### config.mk
export PLATFORM = sky130hd
export DESIGN_NAME = seg7_scan_drv
export DESIGN_NICKNAME = d
export VERILOG_FILES = /design/src/rtl/seg7_scan_drv.sv
export SDC_FILE = /design/constraint.sdc
export NUM_CORES = 1
export LEC_CHECK = 0
export BUFFER_PORTS_ARGS = -buffer_cell sky130_fd_sc_hd__buf_2
export CAP_MARGIN = 25
export CORE_MARGIN = 1.5
export CORE_UTILIZATION = 32
export DETAILED_ROUTE_END_ITERATION = 10
export GPL_TIMING_DRIVEN = 0
export PLACE_DENSITY = 0.48
export SYNTH_ARGS = -nofsm -noshare
export SYNTH_HDL_FRONTEND = slang
export SYNTH_SLANG_ARGS = --single-unit
export TNS_END_PERCENT = 10
### constraint.sdc
create_clock -name iCLK -period 7.4 [get_ports iCLK]
set_clock_uncertainty 0.1 [all_clocks]
set_input_delay 0.37 -clock iCLK [delete_from_list [all_inputs] [get_ports iCLK]]
set_output_delay 0.37 -clock iCLK [all_outputs]
set_load 0.1 [all_outputs]
### src/rtl/seg7_scan_drv.sv
// seg7_scan_drv: N-digit multiplexed 7-segment driver with double-buffered display data; SEG7_LZB_EN adds leading-zero blanking.
// All pins registered one cycle after prescaler/index state; no backpressure, iLOAD is always accepted.
module seg7_scan_drv #(
  parameter int NUM_DIG     = 8,
  parameter int SCAN_DIV    = 50000,
  parameter int GHOST       = 16,
  parameter int COM_ACT_LOW = 1
) (
  input  logic                   iCLK,
  input  logic                   iRST_N,
  input  logic [4*NUM_DIG-1:0]   iDIG,
  input  logic [NUM_DIG-1:0]     iDP,
  input  logic [NUM_DIG-1:0]     iBLANK,
  input  logic                   iLOAD,
  output logic [6:0]             oSEG,
  output logic                   oDP,
  output logic [NUM_DIG-1:0]     oCOM,
  output logic                   oFRAME
);

  localparam int PW = $clog2(SCAN_DIV);
  localparam int IW = $clog2(NUM_DIG);
  localparam logic [PW-1:0] P_LAST  = PW'(SCAN_DIV - 1);
  localparam logic [PW-1:0] P_GHOST = PW'(GHOST);
  localparam logic [IW-1:0] I_LAST  = IW'(NUM_DIG - 1);
  localparam logic [NUM_DIG-1:0] COM_OFF = (COM_ACT_LOW != 0) ? {NUM_DIG{1'b1}} : {NUM_DIG{1'b0}};

  logic [PW-1:0]          presc;
  logic [IW-1:0]          idx;
  logic [4*NUM_DIG-1:0]   pend_dig, act_dig;
  logic [NUM_DIG-1:0]     pend_dp, act_dp;
  logic [NUM_DIG-1:0]     pend_blank, act_blank;
  logic                   pend_valid;

  logic                   slot_end, frame_wrap;
  logic [NUM_DIG-1:0]     com_sel, dark;
  logic [3:0]             cur_nib;
  logic                   cur_dp, cur_dark;

  function automatic logic [6:0] seg_enc(input logic [3:0] n);
    case (n)
      4'h0: seg_enc = 7'h40;
      4'h1: seg_enc = 7'h79;
      4'h2: seg_enc = 7'h24;
      4'h3: seg_enc = 7'h30;
      4'h4: seg_enc = 7'h19;
      4'h5: seg_enc = 7'h12;
      4'h6: seg_enc = 7'h02;
      4'h7: seg_enc = 7'h78;
      4'h8: seg_enc = 7'h00;
      4'h9: seg_enc = 7'h10;
      4'hA: seg_enc = 7'h08;
      4'hB: seg_enc = 7'h03;
      4'hC: seg_enc = 7'h46;
      4'hD: seg_enc = 7'h21;
      4'hE: seg_enc = 7'h06;
      default: seg_enc = 7'h0E;
    endcase
  endfunction

  assign slot_end   = (presc == P_LAST);
  assign frame_wrap = slot_end && (idx == I_LAST);

`ifdef SEG7_LZB_EN
  logic lead;
  // Walk from the most significant digit; a lit DP or any non-zero nibble ends the leading run.
  always_comb begin
    lead = 1'b1;
    dark = '0;
    for (int k = NUM_DIG - 1; k >= 0; k--) begin
      dark[k] = act_blank[k] |
                (lead && (act_dig[4*k +: 4] == 4'h0) && !act_dp[k] && (k != 0));
      lead    = lead && (((act_dig[4*k +: 4] == 4'h0) && !act_dp[k]) || act_blank[k]);
    end
  end
`else
  assign dark = act_blank;
`endif

  always_comb begin
    com_sel  = '0;
    cur_nib  = 4'h0;
    cur_dp   = 1'b0;
    cur_dark = 1'b0;
    for (int k = 0; k < NUM_DIG; k++) begin
      if (idx == IW'(k)) begin
        com_sel[k] = 1'b1;
        cur_nib    = act_dig[4*k +: 4];
        cur_dp     = act_dp[k];
        cur_dark   = dark[k];
      end
    end
  end

  always_ff @(posedge iCLK) begin
    if (!iRST_N) begin
      presc      <= '0;
      idx        <= '0;
      pend_dig   <= '0;
      pend_dp    <= '0;
      pend_blank <= '0;
      pend_valid <= 1'b0;
      act_dig    <= '0;
      act_dp     <= '0;
      act_blank  <= '0;
      oSEG       <= 7'h7F;
      oDP        <= 1'b1;
      oCOM       <= COM_OFF;
      oFRAME     <= 1'b0;
    end else begin
      presc <= slot_end ? '0 : presc + 1'b1;
      if (slot_end)
        idx <= (idx == I_LAST) ? '0 : idx + 1'b1;

      // A load coinciding with the wrap bypasses pending so it is never a frame late.
      if (iLOAD && frame_wrap) begin
        act_dig    <= iDIG;
        act_dp     <= iDP;
        act_blank  <= iBLANK;
        pend_valid <= 1'b0;
      end else if (iLOAD) begin
        pend_dig   <= iDIG;
        pend_dp    <= iDP;
        pend_blank <= iBLANK;
        pend_valid <= 1'b1;
      end else if (frame_wrap && pend_valid) begin
        act_dig    <= pend_dig;
        act_dp     <= pend_dp;
        act_blank  <= pend_blank;
        pend_valid <= 1'b0;
      end

      oFRAME <= frame_wrap;
      if (presc < P_GHOST) begin
        oCOM <= COM_OFF;
        oSEG <= 7'h7F;
        oDP  <= 1'b1;
      end else begin
        oCOM <= (COM_ACT_LOW != 0) ? ~com_sel : com_sel;
        oSEG <= cur_dark ? 7'h7F : seg_enc(cur_nib);
        oDP  <= ~(cur_dp & ~cur_dark);
      end
    end
  end

endmodule
==> results of run 1 <==
## cell usage after synthesis (4+ instances only)
library cell / n / share of area
a21o_1: 4 / 0.0052
a21oi_1: 110 / 0.095
a22oi_1: 4 / 0.0052
a32oi_1: 4 / 0.0061
buf_2: 17 / 0.015
clkbuf_1: 35 / 0.023
dfxtp_1: 133 / 0.46
ha_1: 13 / 0.028
inv_1: 13 / 0.0085
nand2_1: 174 / 0.11
nand2b_1: 7 / 0.0076
nand3_1: 15 / 0.013
nor2_1: 30 / 0.020
nor2b_1: 4 / 0.0043
o211ai_1: 4 / 0.0052
o21ai_0: 12 / 0.010
o221ai_1: 50 / 0.076
or3_1: 4 / 0.0043
xnor2_1: 9 / 0.014
xor2_1: 5 / 0.0076
## report_power, final
| group | switching (mW) | leakage [nW] | internal, mW |
|---|---|---|---|
| logic | 0.0456 | 1.21 | 0.0229 |
| clock network | 0.329 | 0.287 | 0.518 |
| registers | 0.00872 | 1.08 | 0.732 |
## worst reg2reg max path: cells and delay by family, from the launching register on
kind            cells  cell delay, ns
compound gates      5            1.47
flops               1            0.38
buf+inv             5            1.15
fa+ha+maj           2            0.49
simple gates        1            0.38
## layer usage
layer  global-route usage  vias to the layer above  part of all wire
met5                    0                        -                 0
met4              0.06550                        0             0.013
met3              0.05188                       19             0.051
met2               0.3096                      142              0.46
met1               0.2505                     2572              0.48
li1                     -                     2670                 -
## logic make-up (layout without fill, tap and decap cells)
group,count (synthesis),count (layout),synth area share
simple gates,255,255,0.1885
fa+ha+maj,13,13,0.02817
xor+xnor,14,14,0.02124
flops,133,133,0.4611
compound gates,219,219,0.2509
buf+inv,69,168,0.05005
## worst paths after layout
kind	startpoint	endpoint	slack (ns)	depth (start not counted)
worst min-delay path	iDIG[4]	pend_dig[4]	0.10	3
worst max register to register	idx[1]	oSEG[3]	3.30	13
worst max-delay path	idx[1]	oSEG[3]	3.30	13
worst min register to register	pend_blank[7]	pend_blank[7]	0.35	2
## flip-flops by register name, indices dropped and copies added (netlist names)
name	flops
act_dig	32
oFRAME	1
pend_valid	1
idx	3
presc	16
act_blank	8
oDP	1
oSEG	7
oCOM	8
pend_dig	32
act_dp	8
pend_dp	8
pend_blank	8
## area by class of cell
type                    instances  area, µm²  share of cell area
clock buffers                  19      452.9             0.06480
repair buffers                 67      335.3             0.04798
multi-input cells             501       2823              0.4039
inverters                      14      52.55            0.007519
plain buffers                  55      236.5             0.03383
flip-flops and latches        133       2663              0.3810
clock inverters                13      145.1             0.02077
well taps                     225      281.5             0.04028
## stage by stage
stage / std cells / hold WS [ns] / worst slack (ns)
3_5_place_dp: 995 / 0.3468 / 3.411
3_3_place_gp: 995 / 0.3400 / 3.444
5_1_grt: 1027 / 0.08876 / 2.940
2_1_floorplan: 703 / 0.3268 / 4.393
4_1_cts: 1027 / 0.08515 / 3.379
6_report: 1027 / 0.1020 / 3.298
==> results.md, run 1 <==
* Max-slew headroom at 0.4894
* Clk_lat worst skew at approximately 0.42 ns
* Cts bufs inserted at 17
* Commonest non-fill, non-tap cell in the layout: nand2_1
* Post-CTS setup buffers at 0
* Post-synth EDFFs at 0
* Number of global-route vias before repair at between 5,000 and 6,000
* Buf+Inv Stages, Crit Path at 5
* FFs w/ async S/R, synth at 0
* Most frequent CP cell: clkbuf_1
* Peak supply drop at 0.1538 mV
* WL/cell at roughly 17 µm
* GRT Resource Usage Total at 0.1929
* Worst-path clk slew at approximately 0.06 ns
* Final min period at between 4 and 5 ns
* Filler cells at 1,806
* Slew Viols, Final at 0
* Syn_area_per_cell at a little over 8 µm²
* Crit path largest cell delay at between 0.6 and 0.7 ns
* Leak pwr at ~2.6 nW
* Gpl congestion at 0.7985
* Worst-margin pin slew at around 0.76 ns
* RSZ-0062 raised after global routing: no
* Crit-path max FO at 10
* Via count at 5,403
* Outcome: finished, final reports clean
* Synth unique cells at 54
* Pre-antenna DRT Iters at 5
* Post-placement cell area at 0.006391 mm²
* Synth Warn # at 0
* Ant diodes at 0
* Die area at roughly 0.019 mm²
* Clock Path Buffers at 2
* CTS resizes at 0
* Critical path launch point type: flip-flop
* Dominant synthesized flop cell: dfxtp_1
* Seq cells post-synth at about 130
* Setup TNS at 0 ns
* Die width at around 140 µm
* Final Setup Violations at 0
* Synth Cell Area at approximately 0.0058 mm²
* Max_cap viols at 0
* Layout area overhead at 21.04%
* 1st-iter DRT viols at around 300
* CTS tree: yes
* Fmax at ~0.24 GHz
* Layout cells sized above 1 at 0.1608
* Syn Inst Count at 703
* DRC violations left at 0
* Final Net Count at 853
* Net Count, Synth at between 700 and 800
* Slowest stage cell, crit path: o31ai_1
* Vias per Instance at ~5.3
* Layout Utilization at 0.3999
* Io pins at approximately 70
* Critical-path cell list: inv_1, ha_1, clkbuf_1, clkbuf_1, clkbuf_1, o21ai_0, a32oi_1, o31ai_1, inv_1, ha_1, or3_1, a21oi_1, o21ai_0
* Cell Rows at 48
* Hold crit path type: primary input to flip-flop
* Sink Count at between 100 and 150
* Root Buffer: clkbuf_16
* Initial Utilization at 0.3304
* Seq/Total Area, Yosys at 0.4611
* Cts hold-fix bufs at 0
* CP Class: flip-flop to flip-flop
* Final WL at around 17,000 µm
* Largest net degree at the start of global routing at 17
* IO Port Bufs at between 60 and 70
* First-pass GRT wire length at about 28,000 µm
* Pwr Density at between 200 and 250 mW/mm²
* Tcrit/Tclk final at 0.5543
* Crit end category: flip-flop
* Antenna-violating nets left at 0
* CP top delay family: compound AO/OA/AOI/OAI gates
* Final HPWL DP at roughly 13,000 µm
* H-tree Lvls at 4
* Arr. time, crit path at roughly 4.3 ns
* Core ar. at approximately 0.017 mm²
* Pwr Total at 1.656 mW
* Final Hold Vio Count at 0
* Grt total ovfl at 0
* Die H at between 100 and 150 µm
* Design area at about 0.0070 mm²
* Required time worst endpoint at 7.59 ns
* Most frequent cells in the layout: 174 x nand2_1, 133 x dfxtp_1, 110 x a21oi_1
* Antenna violations before repair at 0
(Power assumes the default switching activity.)
==> run 2, diff against run 1 <==
clock period = 4.1 ns   (was 7.4 ns; I/O delays follow)
==> run 2 against run 1 <==
Compared with the run above: global-route usage up 0.25 points; die area unchanged; core utilization up 2.9 points; non-clock buffer count up 49; sequential power up 81%; hold slack worse by 0.046 ns; total power up 82%; cell count up 4.8%; flip-flop and latch count unchanged; clock-buffer cell count unchanged; critical path type unchanged.
==> results.md, run 2 (synthesis results as in run 1) <==
* Final min period at 3.655 ns (-0.4473 ns)
* Final HPWL DP at 12,710 µm (unchanged)
* Antenna-violating nets left at 0 (unchanged)
* Die width at 137.3 µm (unchanged)
* Comb pwr share at 0.053 (+0.012)
* DRC violations left at 0 (unchanged)
* Crit end category: flip-flop
* Cts bufs inserted at 17 (unchanged)
* FF-to-FF Start: idx[1]
* Slowest stage cell, crit path: dfxtp_1
* Final Hold Vio Count at 0 (unchanged)
* Cell Rows at 48 (unchanged)
* Sw Pwr at 694.9 µW (+81%)
* Crit Reg-Reg Endpoint: oSEG[3]
* Vias per Instance at 5.178 (-1.6%)
* Final Setup Violations at 0 (unchanged)
* Die area at 0.01886 mm² (unchanged)
* Pwr Density at 402.9 mW/mm² (+70%)
* Register share of total power at 0.442 (-0.005)
* H-tree Lvls at 4 (unchanged)
* Root Buffer: clkbuf_16
* Max-slew headroom at 0.5425 (+0.05308)
* 1st-iter DRT viols at 332 (+13%)
* CP Class: flip-flop to flip-flop
* Required time worst endpoint at 4.29 ns (-3.30 ns)
* Max_cap viols at 0 (unchanged)
* Core ar. at 0.01748 mm² (unchanged)
* Hold EP: pend_valid
* Largest net degree at the start of global routing at 17 (unchanged)
* Final WL at 17,520 µm (+1.3%)
* Critical path launch point type: flip-flop
* Gpl congestion at 0.7985 (unchanged)
* Int Pwr at 2.327 mW (+83%)
* Leak pwr at 2.794 nW (+8.3%)
* Post-CTS setup buffers at 0 (unchanged)
* Antenna violations before repair at 0 (unchanged)
* WL/cell at 16.28 µm (-3.3%)
* Outcome: finished, final reports clean
* Clock Path Buffers at 2 (unchanged)
* CTS tree: yes
* RSZ-0062 raised after global routing: no
* Most frequent cells in the layout: 174 x nand2_1, 133 x dfxtp_1, 110 x a21oi_1
* Clk_lat worst skew at 0.42 ns (about the same)
* Ant diodes at 0 (unchanged)
* Crit path largest cell delay at 0.38 ns (-0.28 ns)
* Fmax at 0.2736 GHz (+12%)
* Layout area overhead at 29.90%
* Worst Reg2Reg Path Length in Cells at 13 (unchanged)
* Slew Viols, Final at 0 (unchanged)
* Clock group share of total power at 0.505 (-0.006)
* Initial Utilization at 0.3304 (unchanged)
* Hold path depth at 3 (unchanged)
* IO Port Bufs at 67 (unchanged)
* Sink Count at 133 (unchanged)
* Slack of the worst reg-to-reg path at 0.45 ns (-2.85 ns)
* Hold crit path type: primary input to flip-flop
* Tcrit/Tclk final at 0.8914 (+0.3371)
* First-pass GRT wire length at 28,320 µm (+1.6%)
* Crit-path max FO at 10 (unchanged)
* Largest regs: act_dig (32), pend_dig (32), presc (16)
* Hold path start: iLOAD
* Layout cells sized above 1 at 0.1551 (-0.005736)
* Grt total ovfl at 0 (unchanged)
* Sw frac at 0.2299 (-0.001595)
* Commonest non-fill, non-tap cell in the layout: nand2_1
* Io pins at 68 (unchanged)
* Critical-path cell list: inv_1, ha_1, clkbuf_1, clkbuf_1, clkbuf_2, o21ai_0, a32oi_1, o31ai_4, inv_1, ha_1, or3_1, a21oi_1, o21ai_0
* Via count at 5,572 (+3.1%)
* Final Net Count at 902 (+5.7%)
* Worst-path clk slew at 0.06 ns (about the same)
* GRT Resource Usage Total at 0.1955 (+0.002537)
* Pre-antenna DRT Iters at 7 (+2)
* Number of global-route vias before repair at 5,481 (+2.7%)
* Worst-margin pin slew at 0.6863 ns (-0.07313 ns)
* Die H at 137.3 µm (unchanged)
* Hold WS at 0.05627 ns (-0.04570 ns)
* Peak supply drop at 0.2810 mV (+83%)
* Setup TNS at 0 ns (unchanged)
* Arr. time, crit path at 3.84 ns (-0.45 ns)
==> run 2: area by class of cell <==
cell class	instances	area, µm²
Buffer	55	237.7
Fill cell	1770	9976
Multi-Input combinational cell	501	2843
Sequential cell	133	2663
Clock buffer	19	452.9
Timing Repair Buffer	116	825.8
Tap cell	225	281.5
Clock inverter	13	145.1
Inverter	14	52.55
==> run 2: how the worst max path moves through the flow <==
stage | endpoint | depth (start not counted) | startpoint | slack, ns
floorplan | oSEG[3] | 13 | idx[1] | 1.09
global placement | oSEG[3] | 13 | idx[1] | 0.14
detailed placement | oSEG[3] | 13 | idx[1] | 0.11
CTS | oSEG[3] | 13 | idx[1] | 0.08
global route | oSEG[3] | 13 | idx[1] | 0.12
finish | oSEG[3] | 13 | idx[1] | 0.45
==> run 2: worst max-delay path, delay by kind of cell (launching register included) <==
kind | cells | cell delay, ns
adder cells (fa/ha/maj) | 2 | 0.46
AND/OR/NAND/NOR | 1 | 0.38
buffers and inverters | 5 | 1.05
flip-flops | 1 | 0.38
AO/OA/AOI/OAI | 5 | 1.16
==> run 2: metrics by stage <==
| stage | instances | area (µm²) | worst slack, ns | util | power, mW |
|---|---|---|---|---|---|
| global route | 1076 | 7501 | 0.1189 | 0.4292 | 3.149 |
| global placement | 995 | 6391 | 0.1439 | 0.3657 | 1.484 |
| floorplan | 703 | 5774 | 1.093 | - | 1.426 |
| CTS | 1076 | 7480 | 0.07941 | 0.4280 | 3.062 |
| finish | 1076 | 7501 | 0.4452 | 0.4292 | 3.022 |
| detailed placement | 995 | 6391 | 0.1106 | 0.3657 | 1.489 |
==> run 2: metal layers <==
metal	GRT usage	vias up	routed length [µm]
met1	0.2536	2661	8388
li1	-	2763	-
met4	0.06491	0	219
met2	0.3166	128	8174
met3	0.05004	20	734
met5	0	-	0
==> run 2: power groups by stage <==
| stage | clock (mW) | combinational [mW] | sequential, mW |
|---|---|---|---|
| 2_1_floorplan | 0 | 0.0650 | 1.36 |
| 3_3_place_gp | 0 | 0.120 | 1.36 |
| 3_5_place_dp | 0 | 0.124 | 1.37 |
| 4_1_cts | 1.57 | 0.160 | 1.34 |
| 5_1_grt | 1.63 | 0.178 | 1.34 |
| 6_report | 1.53 | 0.159 | 1.34 |
==> run 2: timing repair <==
item,CTS,global route
hold endpoints to repair,49,0
hold buffers,49,0
gates resized for setup,0,5
endpoints found under the setup margin,0,6
==> run 3, diff against run 2 <==
ABC_AREA = 1   (was default)
==> run 3 against run 2 <==
Compared with the run above: clock power is 3% lower; worst setup slack better by 0.84 ns; cell count is 14% higher; core utilization is 1.5 points lower; first-iteration DRC count is 0.90% higher; critical path type unchanged; critical endpoint is now oSEG[0].
==> results.md, run 3 <==
* Net Count, Synth at 912 (+19%)
* Final min period at 2.810 ns (-0.8446 ns)
* CTS tree: yes
* Synth Cell Area at 0.006052 mm² (+4.8%)
* Slack of the worst reg-to-reg path at 1.29 ns (+0.84 ns)
* Main combinational cell family by area after synthesis: compound AO/OA/AOI/OAI gates
* Number of global-route vias before repair at 5,545 (+1.2%)
* Initial Utilization at 0.3246 (-0.005767)
* Cts hold-fix bufs at 48 (-2.0%)
* Layout Utilization at 0.4145 (-0.01470)
* Synth Area in Compound Gates at 0.2355 (-0.01544)
* Seq cells post-synth at 133 (unchanged)
* Hold crit path type: primary input to flip-flop
* CTS resizes at 0 (unchanged)
* Antenna-violating nets left at 0 (unchanged)
* Die H at 140.5 µm (+2.3%)
* 1st-iter DRT viols at 335 (+0.90%)
* Synth top area cells: dfxtp_1 44%, o21ai_0 13%, a21oi_1 9.5%, nand2_1 9.3%, inv_1 7.4%
* Most frequent cells in the layout: 153 x o21ai_0, 150 x nand2_1, 133 x dfxtp_1
* Sink Count at 133 (unchanged)
* WL/cell at 13.75 µm (-16%)
* Syn Inst Count at 848 (+21%)
* Commonest non-fill, non-tap cell in the layout: o21ai_0
* Clock Path Buffers at 2 (unchanged)
* Gpl congestion at 0.8002 (+0.21%)
* FF-to-FF Start: idx[2]
* Max_cap viols at 0 (unchanged)
* Slew Viols, Final at 0 (unchanged)
* Hold path depth at 3 (unchanged)
* Crit path from: idx[2]
* Grt total ovfl at 0 (unchanged)
* Post-synth top cells: 153 x o21ai_0, 150 x nand2_1, 133 x dfxtp_1
* Post-Synth Adder-Cell Area at 0.02688 (-0.001293)
* Final WL at 16,890 µm (-3.6%)
* Mux share of post-synthesis cell area at 0 (unchanged)
* Vias per Instance at 4.635 (-10%)
* Seq/Total Area, Yosys at 0.4399 (-0.02116)
* Post-synth EDFFs at 0 (unchanged)
* Crit-path max FO at 10 (unchanged)
* Pwr Density at 390.5 mW/mm² (-3.1%)
* Final Setup Violations at 0 (unchanged)
* Pre-antenna DRT Iters at 5 (-2)
* Setup TNS at 0 ns (unchanged)
* Crit Reg-Reg Endpoint: oSEG[0]
* Top-count cell post-synth: o21ai_0
* Outcome: finished, final reports clean
* Synth Warn # at 0 (unchanged)
* Synth unique cells at 32 (-41%)
* Syn_area_per_cell at 7.137 µm² (-13%)
* Post-route setup slack at 1.290 ns (+0.8446 ns)
* Root Buffer: clkbuf_16
* FFs w/ async S/R, synth at 0 (unchanged)
* Cts bufs inserted at 17 (unchanged)
* CP Class: flip-flop to flip-flop
* Antenna violations before repair at 0 (unchanged)
* First-pass GRT wire length at 28,080 µm (-0.85%)
* Post-CTS setup buffers at 0 (unchanged)
* Peak supply drop at 0.3104 mV (+10%)
* DRC violations left at 0 (unchanged)
* Top cell type's share of synthesized area at 0.4399 (-0.02116)
* Fmax at 0.3558 GHz (+30%)
* Max-slew headroom at 0.6359 (+0.09338)
* Setup WS pre-CTS at 1.288 ns (+1.178 ns)
* Critical path launch point type: flip-flop
* Layout area overhead at 27.68%
* Final Net Count at 1,045 (+16%)
* Worst-path clk slew at 0.06 ns (about the same)
* Largest net degree at the start of global routing at 17 (unchanged)
* Simple-gate portion of the synthesized area at 0.1747 (-0.01382)
* Die area at 0.01975 mm² (+4.7%)
* Clk_lat worst skew at 0.43 ns (about the same)
* GRT Resource Usage Total at 0.1809 (-0.01463)
* Top cell type by total area after synthesis: dfxtp_1
* Cell Rows at 50 (+4.2%)
* Placed cells at 1,148 (+15%)
* Worst-margin pin slew at 0.5462 ns (-0.1401 ns)
* Largest regs: act_dig (32), pend_dig (32), presc (16)
* Final HPWL DP at 12,090 µm (-4.9%)
* Final Hold Vio Count at 0 (unchanged)
* Core ar. at 0.01864 mm² (+6.7%)
* Via count at 5,692 (+2.2%)
* Leak pwr at 3.350 nW (+20%)
* Die width at 140.5 µm (+2.3%)
* H-tree Lvls at 4 (unchanged)
* Worst Reg2Reg Path Length in Cells at 16 (+3)
* Arr. time, crit path at 3.03 ns (-0.81 ns)
* Io pins at 68 (unchanged)
* Layout cells sized above 1 at 0.1429 (-0.01225)
* RSZ-0062 raised after global routing: no
* Synth Area in XOR/XNOR at 0.002894 (-0.01834)
* Crit end category: flip-flop
* Tcrit/Tclk final at 0.6854 (-0.2060)
* Dominant synthesized flop cell: dfxtp_1
* Ant diodes at 0 (unchanged)
* CP endpoint: oSEG[0]
* IO Port Bufs at 66 (-1.5%)
* Required time worst endpoint at 4.32 ns (+0.03 ns)
* Layout Cells excl Fill at 1,228 (+14%)
==> run 3: worst min path at each step <==
stage,from,to,slack (ns)
after detailed placement,presc[0],presc[0],0.34
final,iLOAD,pend_valid,0.13
after global routing,iLOAD,pend_valid,0.18
after global placement,presc[0],presc[0],0.33
after floorplan,iDP[1],act_dp[1],0.27
after CTS,iLOAD,pend_valid,0.12
==> run 3: kinds of logic after synthesis <==
family,after synthesis
DFF,133
adders and majority gates,13
and+or+nand+nor,247
AOI/OAI and AO/OA,281
xor gates and xnor gates,2
buffers and inverters,172
==> run 3: per-layer routing <==
metal | part of all wire | global-route usage | up-vias
met1 | 0.52 | 0.2487 | 2567
li1 | - | - | 3018
met2 | 0.44 | 0.2824 | 91
met3 | 0.033 | 0.03590 | 16
met5 | 0 | 0 | -
met4 | 0.012 | 0.06360 | 0
==> run 3: final cells by class <==
class | count | area (µm²)
repair buffers | 114 | 810.8
well taps | 234 | 292.8
flip-flops and latches | 133 | 2663
plain buffers | 45 | 250.2
multi-input cells | 543 | 2663
inverters | 127 | 476.7
clock inverters | 11 | 101.3
clock buffers | 21 | 470.5
fillers | 2005 | 10920
==> run 3: power breakdown <==
group	switching, mW	leakage [nW]	internal [mW]	total [mW]
combinational	0.111	1.99	0.0907	0.202
clock	0.597	0.271	0.881	1.48
sequential	0.00895	1.09	1.33	1.34
==> run 3: worst max-delay path, stage by stage, from the launching register on <==
cell and delay, ns:
dfxtp_1 0.39, inv_2 0.15, ha_1 0.26, clkinv_1 0.29, o21ai_0 0.25, inv_1 0.05
nand2_1 0.07, nand2_1 0.05, nand2_1 0.06, nand2_1 0.05, nand2_1 0.22, inv_1 0.14
ha_1 0.27, nand3_1 0.15, nand2_1 0.08, nand2_1 0.06, nand3_1 0.07
==> run 3: stage by stage <==
step / hold WS (ns) / area (µm²) / power (mW)
2_1_floorplan: 0.2749 / 6052 / 1.466
3_3_place_gp: 0.3345 / 6675 / 1.534
3_5_place_dp: 0.3397 / 6675 / 1.534
4_1_cts: 0.1244 / 7727 / 3.051
5_1_grt: 0.1842 / 7727 / 3.139
6_report: 0.1328 / 7727 / 3.018
